--- src/rtl/servo_pkg.sv ---
// rtl/servo_pkg.sv - shared constants and helpers for the multi-channel servo pulse generator
package servo_pkg;

    localparam int POS_W = 8;
    localparam logic [POS_W-1:0] CENTER_POS = 8'd128;

    function automatic logic [31:0] pulse_width(input logic [POS_W-1:0] pos,
                                                input int unsigned min_pulse,
                                                input int unsigned step_cycles);
        return min_pulse + 32'(pos) * step_cycles;
    endfunction

    function automatic int cnt_width(input int unsigned n);
        return (n > 1) ? $clog2(n) : 1;
    endfunction

endpackage

--- src/rtl/servo_pwm_multi_if.sv ---
// rtl/servo_pwm_multi_if.sv - position write port of the multi-channel servo pulse generator
interface servo_pwm_multi_if;
    import servo_pkg::*;

    logic             wr_valid;
    logic             wr_ready;
    logic [3:0]       wr_chan;
    logic [POS_W-1:0] wr_pos;
    logic             wr_err;

    modport master (output wr_valid, wr_chan, wr_pos, input wr_ready, wr_err);
    modport slave  (input wr_valid, wr_chan, wr_pos, output wr_ready, wr_err);

endinterface

--- src/rtl/servo_pwm_channel.sv ---
// rtl/servo_pwm_channel.sv - one servo channel: target/applied position, slew limiter, width latch, output register
module servo_pwm_channel
    import servo_pkg::*;
#(
    parameter int CW          = 18,
    parameter int MIN_PULSE   = 10000,
    parameter int STEP_CYCLES = 40,
    parameter int SLEW_STEP   = 1
) (
    input  logic             clk,
    input  logic             reset,
    input  logic [CW-1:0]    count,
    input  logic             frame_begin,
    input  logic             slew,
    input  logic             load,
    input  logic [POS_W-1:0] load_pos,
    input  logic             ena,
    input  logic             chan_en,
    output logic             pwm
);

    localparam int STEP_CLAMP = (SLEW_STEP > 255) ? 255 : SLEW_STEP;
    localparam logic [POS_W-1:0] STEP = POS_W'(STEP_CLAMP);

    logic [POS_W-1:0] target;
    logic [POS_W-1:0] applied;
    logic [POS_W-1:0] applied_next;
    logic [31:0]      width_q;
    logic [31:0]      width_cur;

    // Differences are compared before stepping so the result never overshoots or wraps.
    always_comb begin
        applied_next = applied;
        if (SLEW_STEP == 0) begin
            applied_next = target;
        end else if (applied < target) begin
            applied_next = ((target - applied) > STEP) ? applied + STEP : target;
        end else if (applied > target) begin
            applied_next = ((applied - target) > STEP) ? applied - STEP : target;
        end
    end

    // The first cycle of a frame compares against the freshly computed width.
    assign width_cur = frame_begin ? pulse_width(applied, MIN_PULSE, STEP_CYCLES) : width_q;

    always_ff @(posedge clk) begin
        if (reset) begin
            target  <= CENTER_POS;
            applied <= CENTER_POS;
            width_q <= pulse_width(CENTER_POS, MIN_PULSE, STEP_CYCLES);
            pwm     <= 1'b0;
        end else begin
            if (load) begin
                target <= load_pos;
            end
            if (slew) begin
                applied <= applied_next;
            end
            if (frame_begin) begin
                width_q <= width_cur;
            end
            pwm <= ena & chan_en & (32'(count) < width_cur);
        end
    end

endmodule

--- src/rtl/servo_pwm_multi.sv ---
// rtl/servo_pwm_multi.sv - multi-channel servo pulse generator: shared frame counter, write handshake, channel array
module servo_pwm_multi
    import servo_pkg::*;
#(
    parameter int CHANNELS     = 4,
    parameter int FRAME_CYCLES = 200000,
    parameter int MIN_PULSE    = 10000,
    parameter int STEP_CYCLES  = 40,
    parameter int SLEW_STEP    = 1
) (
    input  logic                clk,
    input  logic                reset,
    input  logic                ena,
    input  logic [CHANNELS-1:0] chan_en,
    servo_pwm_multi_if.slave    wr,
    output logic [CHANNELS-1:0] pwm_out,
    output logic                frame_start
);

    localparam int CW = cnt_width(FRAME_CYCLES);
    localparam logic [CW-1:0] LAST = CW'(FRAME_CYCLES - 1);

    if (CHANNELS < 1 || CHANNELS > 16) begin : g_bad_channels
        $error("CHANNELS must be in 1..16");
    end
    if (MIN_PULSE + 255 * STEP_CYCLES >= FRAME_CYCLES) begin : g_bad_timing
        $error("widest pulse does not fit inside one frame");
    end

    logic [CW-1:0] count;
    logic          slew;
    logic          frame_begin;
    logic          accept;
    logic          chan_ok;

    assign slew        = ena && (count == LAST);
    assign frame_begin = ena && (count == '0);

    // Writes stall only on the slew cycle so a target never changes while it is being consumed.
    assign wr.wr_ready = !reset && !slew;
    assign accept      = wr.wr_valid && wr.wr_ready;
    assign chan_ok     = {1'b0, wr.wr_chan} < 5'(CHANNELS);

    always_ff @(posedge clk) begin
        if (reset) begin
            count       <= '0;
            frame_start <= 1'b0;
            wr.wr_err   <= 1'b0;
        end else begin
            if (ena) begin
                count <= (count == LAST) ? '0 : count + CW'(1);
            end
            frame_start <= frame_begin;
            wr.wr_err   <= accept && !chan_ok;
        end
    end

    for (genvar i = 0; i < CHANNELS; i++) begin : g_chan
        servo_pwm_channel #(
            .CW          (CW),
            .MIN_PULSE   (MIN_PULSE),
            .STEP_CYCLES (STEP_CYCLES),
            .SLEW_STEP   (SLEW_STEP)
        ) u_chan (
            .clk         (clk),
            .reset       (reset),
            .count       (count),
            .frame_begin (frame_begin),
            .slew        (slew),
            .load        (accept && chan_ok && (wr.wr_chan == 4'(i))),
            .load_pos    (wr.wr_pos),
            .ena         (ena),
            .chan_en     (chan_en[i]),
            .pwm         (pwm_out[i])
        );
    end

endmodule

--- src/flat_wrapper.sv ---
// flat-port wrapper written by rule: the top's interface ports become plain ports
module servo_pwm_multi_flat import servo_pkg::*;
#(
    parameter int CHANNELS     = 4,
    parameter int FRAME_CYCLES = 200000,
    parameter int MIN_PULSE    = 10000,
    parameter int STEP_CYCLES  = 40,
    parameter int SLEW_STEP    = 1
)
  (clk, reset, ena, chan_en, pwm_out, frame_start, wr_wr_valid, wr_wr_chan, wr_wr_pos, wr_wr_ready, wr_wr_err);
  servo_pwm_multi_if wr_i ();
  input  logic clk;
  input  logic reset;
  input  logic ena;
  input  logic [CHANNELS-1:0] chan_en;
  output logic [CHANNELS-1:0] pwm_out;
  output logic frame_start;
  input wire logic [$bits(wr_i.wr_valid)-1:0] wr_wr_valid;
  input wire logic [$bits(wr_i.wr_chan)-1:0] wr_wr_chan;
  input wire logic [$bits(wr_i.wr_pos)-1:0] wr_wr_pos;
  output wire logic [$bits(wr_i.wr_ready)-1:0] wr_wr_ready;
  output wire logic [$bits(wr_i.wr_err)-1:0] wr_wr_err;
  assign wr_i.wr_valid = wr_wr_valid;
  assign wr_i.wr_chan = wr_wr_chan;
  assign wr_i.wr_pos = wr_wr_pos;
  assign wr_wr_ready = wr_i.wr_ready;
  assign wr_wr_err = wr_i.wr_err;
  servo_pwm_multi #(.CHANNELS(CHANNELS), .FRAME_CYCLES(FRAME_CYCLES), .MIN_PULSE(MIN_PULSE), .STEP_CYCLES(STEP_CYCLES), .SLEW_STEP(SLEW_STEP)) u_core (.clk(clk), .reset(reset), .ena(ena), .chan_en(chan_en), .wr(wr_i), .pwm_out(pwm_out), .frame_start(frame_start));
endmodule
--- config.mk ---
export PLATFORM = sky130hd
export DESIGN_NAME = servo_pwm_multi_flat
export DESIGN_NICKNAME = d
export VERILOG_FILES = /design/src/rtl/servo_pkg.sv /design/src/rtl/servo_pwm_multi_if.sv /design/src/rtl/servo_pwm_channel.sv /design/src/rtl/servo_pwm_multi.sv /design/src/flat_wrapper.sv
export SDC_FILE = /design/constraint.sdc
export NUM_CORES = 1
export LEC_CHECK = 0
export BUFFER_PORTS_ARGS = -buffer_cell sky130_fd_sc_hd__buf_2
export CORE_ASPECT_RATIO = 0.9
export CORE_UTILIZATION = 45
export DETAILED_ROUTE_END_ITERATION = 7
export GPL_TIMING_DRIVEN = 0
export HOLD_SLACK_MARGIN = 0.05
export PLACE_DENSITY = 0.7
export RECOVER_POWER = 50
export SYNTH_ARGS = -nofsm -noshare
export SYNTH_HDL_FRONTEND = slang
export SYNTH_HIERARCHICAL = 1
export SYNTH_SLANG_ARGS = --single-unit
--- constraint.sdc ---
create_clock -name clk -period 5.4 [get_ports clk]
set_clock_uncertainty 0.2 [all_clocks]
set_input_delay 1.08 -clock clk [delete_from_list [all_inputs] [get_ports clk]]
set_output_delay 1.08 -clock clk [all_outputs]
set_load 0.005 [all_outputs]
==> reports/summary.txt <==
PD cells -> 225 nW/um2
Synth top area share -> 27.2%
Highest Clock Rate -> 0.201 GHz
Remaining Overflow, GRT -> 0
Placer Congestion -> 0.948
CP max stage delay -> 0.58 ns
top-count cell post-synth -> dfxtp_1
largest net degree at the start of global routing -> 16
R2R Path End -> u_core/g_chan[1].u_chan/pwm
Port Buf Inserts -> 26
crit path kind -> reg2reg
first-pass GRT wire length -> 65.9 mm
Tmin final -> 4.98 ns
DRC -> 0
hold path start -> u_core/g_chan[1].u_chan/width_q[1]
LEAKAGE -> 7.42 nW
synth cell count leaders -> dfxtp_1 (216), ha_1 (190), nor2_1 (170)
launch point of the worst reg-to-reg path -> u_core/count[12]
R2R depth -> 16
Slowest cell on crit path -> or4_1
Worst Hold End -> u_core/g_chan[1].u_chan/width_q[1]
ys flop type -> dfxtp_1
final instance area -> 17600 um2
die height -> 180 um
crit-path cells -> or4_1 -> nor4_1 -> nand3_1 -> nor3_4 -> buf_4 -> buf_4 -> buf_1 -> mux2i_1 -> ha_1 -> a21o_1 -> a21o_1 -> a21oi_1 -> o31ai_1 -> a221o_1 -> a21o_1 -> a31oi_1
initial antenna violation count -> 3
total power draw -> 3.95 mW
worst path required time -> 5.67 ns
Synth area leaders -> dfxtp_1 (27%), ha_1 (15%), mux2i_1 (4.2%)
Reg area -> 4320 um2
Post-synth EDFFs -> 0
largest delay contributor family on the critical path -> simple AND/OR/NAND/NOR gates
final setup vio count -> 0
hold depth -> 2
H-tree levels -> 1
die area -> 36100 um2
Sum Neg Setup Slack -> 0 ns
CTS Root Buffer Type -> clkbuf_16
YS warnings -> 6
Critical Path Start Type -> flop
#FFs+latches synth -> 216
gr usage total -> 21.8%
wire per inst -> 17.1 um
peak supply drop -> 0.243 mV
initial core utilization -> 46.3%
CTS Sinks -> 216
number of global-route vias before repair -> 12837
critical path depth -> 16
hpwl dp -> 30.2 mm
mapped cell area -> 15900 um2
Layout fillers -> 3131
multi-input logic area -> 10700 um2
GR Layer Usage met3 -> 2.21%
Worst slew margin -> 29.5%
sum of buffers and inverters on the critical path -> 3
Yosys cell types -> 122
grt met1 use -> 30.6%
Post-DRT Antenna Nets -> 0
mean area per synthesized cell -> 8.79 um2
Routed WL -> 40.0 mm
Clock Tree Buf Depth -> 3
Die X -> 200 um
Syn-to-layout area delta -> 10.6%
clock slew at reported path FFs -> 0.06 ns
Crit. End Element -> flop
Layout Nets -> 2086
CTS Buf Count -> 26
crit path DAT -> 5.26 ns
Hold Path Class -> reg2reg
Slew Limit Fails -> 0
CORE AREA -> 34400 um2
First-pass DRT Iterations -> 6
DR iter-0 viols -> 961
Clock Latency Late Sink -> 0.55 ns
Final Core Density -> 51.2%
Synth area leader -> dfxtp_1
RSZ-0062 raised after global routing -> no
I/O pins -> 27
grt peak-use layer -> met2
Max Cap Viol -> 0
worst-path maximum fanout -> 10
met2 Use GR -> 35.6%
via count -> 13473
crit share post-route -> 92.3%
R2R Setup Slk -> 0.42 ns
Final Hold Fails -> 0
syn nets -> 2031
Hold-fix buffers, CTS -> 0
CP dominant cell by count -> a21o_1
Rows -> 64
async set-reset flop share out of synthesis -> 0%
drt via density -> 5.74
Synth Instances -> 1809
layout cells sized above 1 -> 10.3%
sequential fraction of the synthesis area -> 27.2%
outcome -> finished clean
CTS tree -> yes
Slew @ Worst Pin -> 1.05 ns
Area after DPL -> 16600 um2
-- cell type report --
type                    instances  area share [%]
plain buffers                  69            2.46
repair buffers                 29           0.861
clock buffers                  32            4.00
inverters                     117            2.50
well taps                     462            3.29
clock inverters                15            1.48
diodes                          2          0.0285
multi-input cells            1405            60.8
flip-flops and latches        216            24.6
-- worst reg2reg max path: cells and delay by family, from the launching register on --
family,cells,cell delay [ns]
AOI/OAI and AO/OA,7,1.26
muxes,1,0.35
and+or+nand+nor,4,1.46
buffers and inverters,3,0.86
adders and majority gates,1,0.29
DFF,1,0.49
-- timing repair --
item                       CTS  global route
pin swaps                    1             0
setup endpoints to repair    2             2
hold endpoints to repair     0             0
resized for setup            1             0
setup buffers                2             0
gates cloned                 0             0
-- cell usage in the layout (no fill, tap or decap), types with 18 or more instances in the layout --
| cell type | Yosys | final |
|---|---|---|
| xnor2_1 | 62 | 62 |
| nor4_1 | 27 | 27 |
| a21oi_1 | 100 | 100 |
| and2_0 | 0 | 24 |
| nor2_1 | 170 | 170 |
| a21o_1 | 39 | 39 |
| xor2_1 | 33 | 33 |
| buf_2 | 3 | 24 |
| dfxtp_1 | 216 | 216 |
| and2_1 | 65 | 41 |
| nand3_1 | 45 | 45 |
| nand2b_1 | 18 | 18 |
| o21ai_0 | 55 | 55 |
| clkbuf_16 | 0 | 26 |
| mux2i_1 | 67 | 67 |
| clkbuf_1 | 34 | 42 |
| nor3_1 | 28 | 27 |
| nand4_1 | 34 | 34 |
| nand2_1 | 114 | 114 |
| ha_1 | 190 | 190 |
| a211oi_1 | 22 | 22 |
| inv_1 | 110 | 110 |
| a31oi_1 | 24 | 24 |
-- worst max-delay path by stage --
stage / to / startpoint / slack, ns
after global routing: u_core/g_chan[1].u_chan/pwm / ena / 0.18
after detailed placement: u_core/g_chan[2].u_chan/pwm / ena / -0.55
after floorplan: u_core/g_chan[2].u_chan/pwm / ena / 0.50
after global placement: u_core/g_chan[2].u_chan/pwm / ena / -1.44
after CTS: u_core/g_chan[2].u_chan/pwm / u_core/count[12] / 0.11
final: u_core/g_chan[1].u_chan/pwm / u_core/count[12] / 0.42
-- where the power goes --
part           switching [mW]  total (mW)  internal [mW]
combinational           0.256       0.405          0.149
sequential             0.0109        1.62           1.61
clock                   0.710        1.93           1.22
total                   0.976        3.95           2.98
-- routing by layer --
layer	vias up	share of wire, %
met5	-	0
met4	0	2.0
met3	55	4.9
met2	348	45
met1	6393	48
li1	6677	-
-- stage by stage --
stage	setup WS, ns	hold WS, ns	instances
after CTS	0.115	0.253	2347
after global routing	0.184	0.259	2347
after detailed placement	-0.550	0.245	2298
after floorplan	0.500	0.230	1809
final	0.416	0.255	2347
after global placement	-1.44	0.237	2297
-- sequential cells by signal (all words and copies together), names as in the netlist --
signal                        cells
u_core/frame_start                1
u_core/g_chan.u_chan/target      32
u_core/count                     18
u_core/g_chan.u_chan/pwm          4
u_core/wr.wr_err                  1
u_core/g_chan.u_chan/width_q    128
u_core/g_chan.u_chan/applied     32
-- cell families (layout without fill, tap and decap cells) --
family | count (synthesis) | count (layout) | synth area share, %
other | 0 | 2 | 0
AO/OA/AOI/OAI | 424 | 424 | 20.3
flip-flops | 216 | 216 | 27.2
buffers and inverters | 188 | 262 | 5.59
multiplexers | 73 | 73 | 4.67
XOR/XNOR | 98 | 98 | 5.62
adder cells (fa/ha/maj) | 202 | 202 | 16.5
AND/OR/NAND/NOR | 608 | 608 | 20.2
Power figures use the tool's default switching activity.
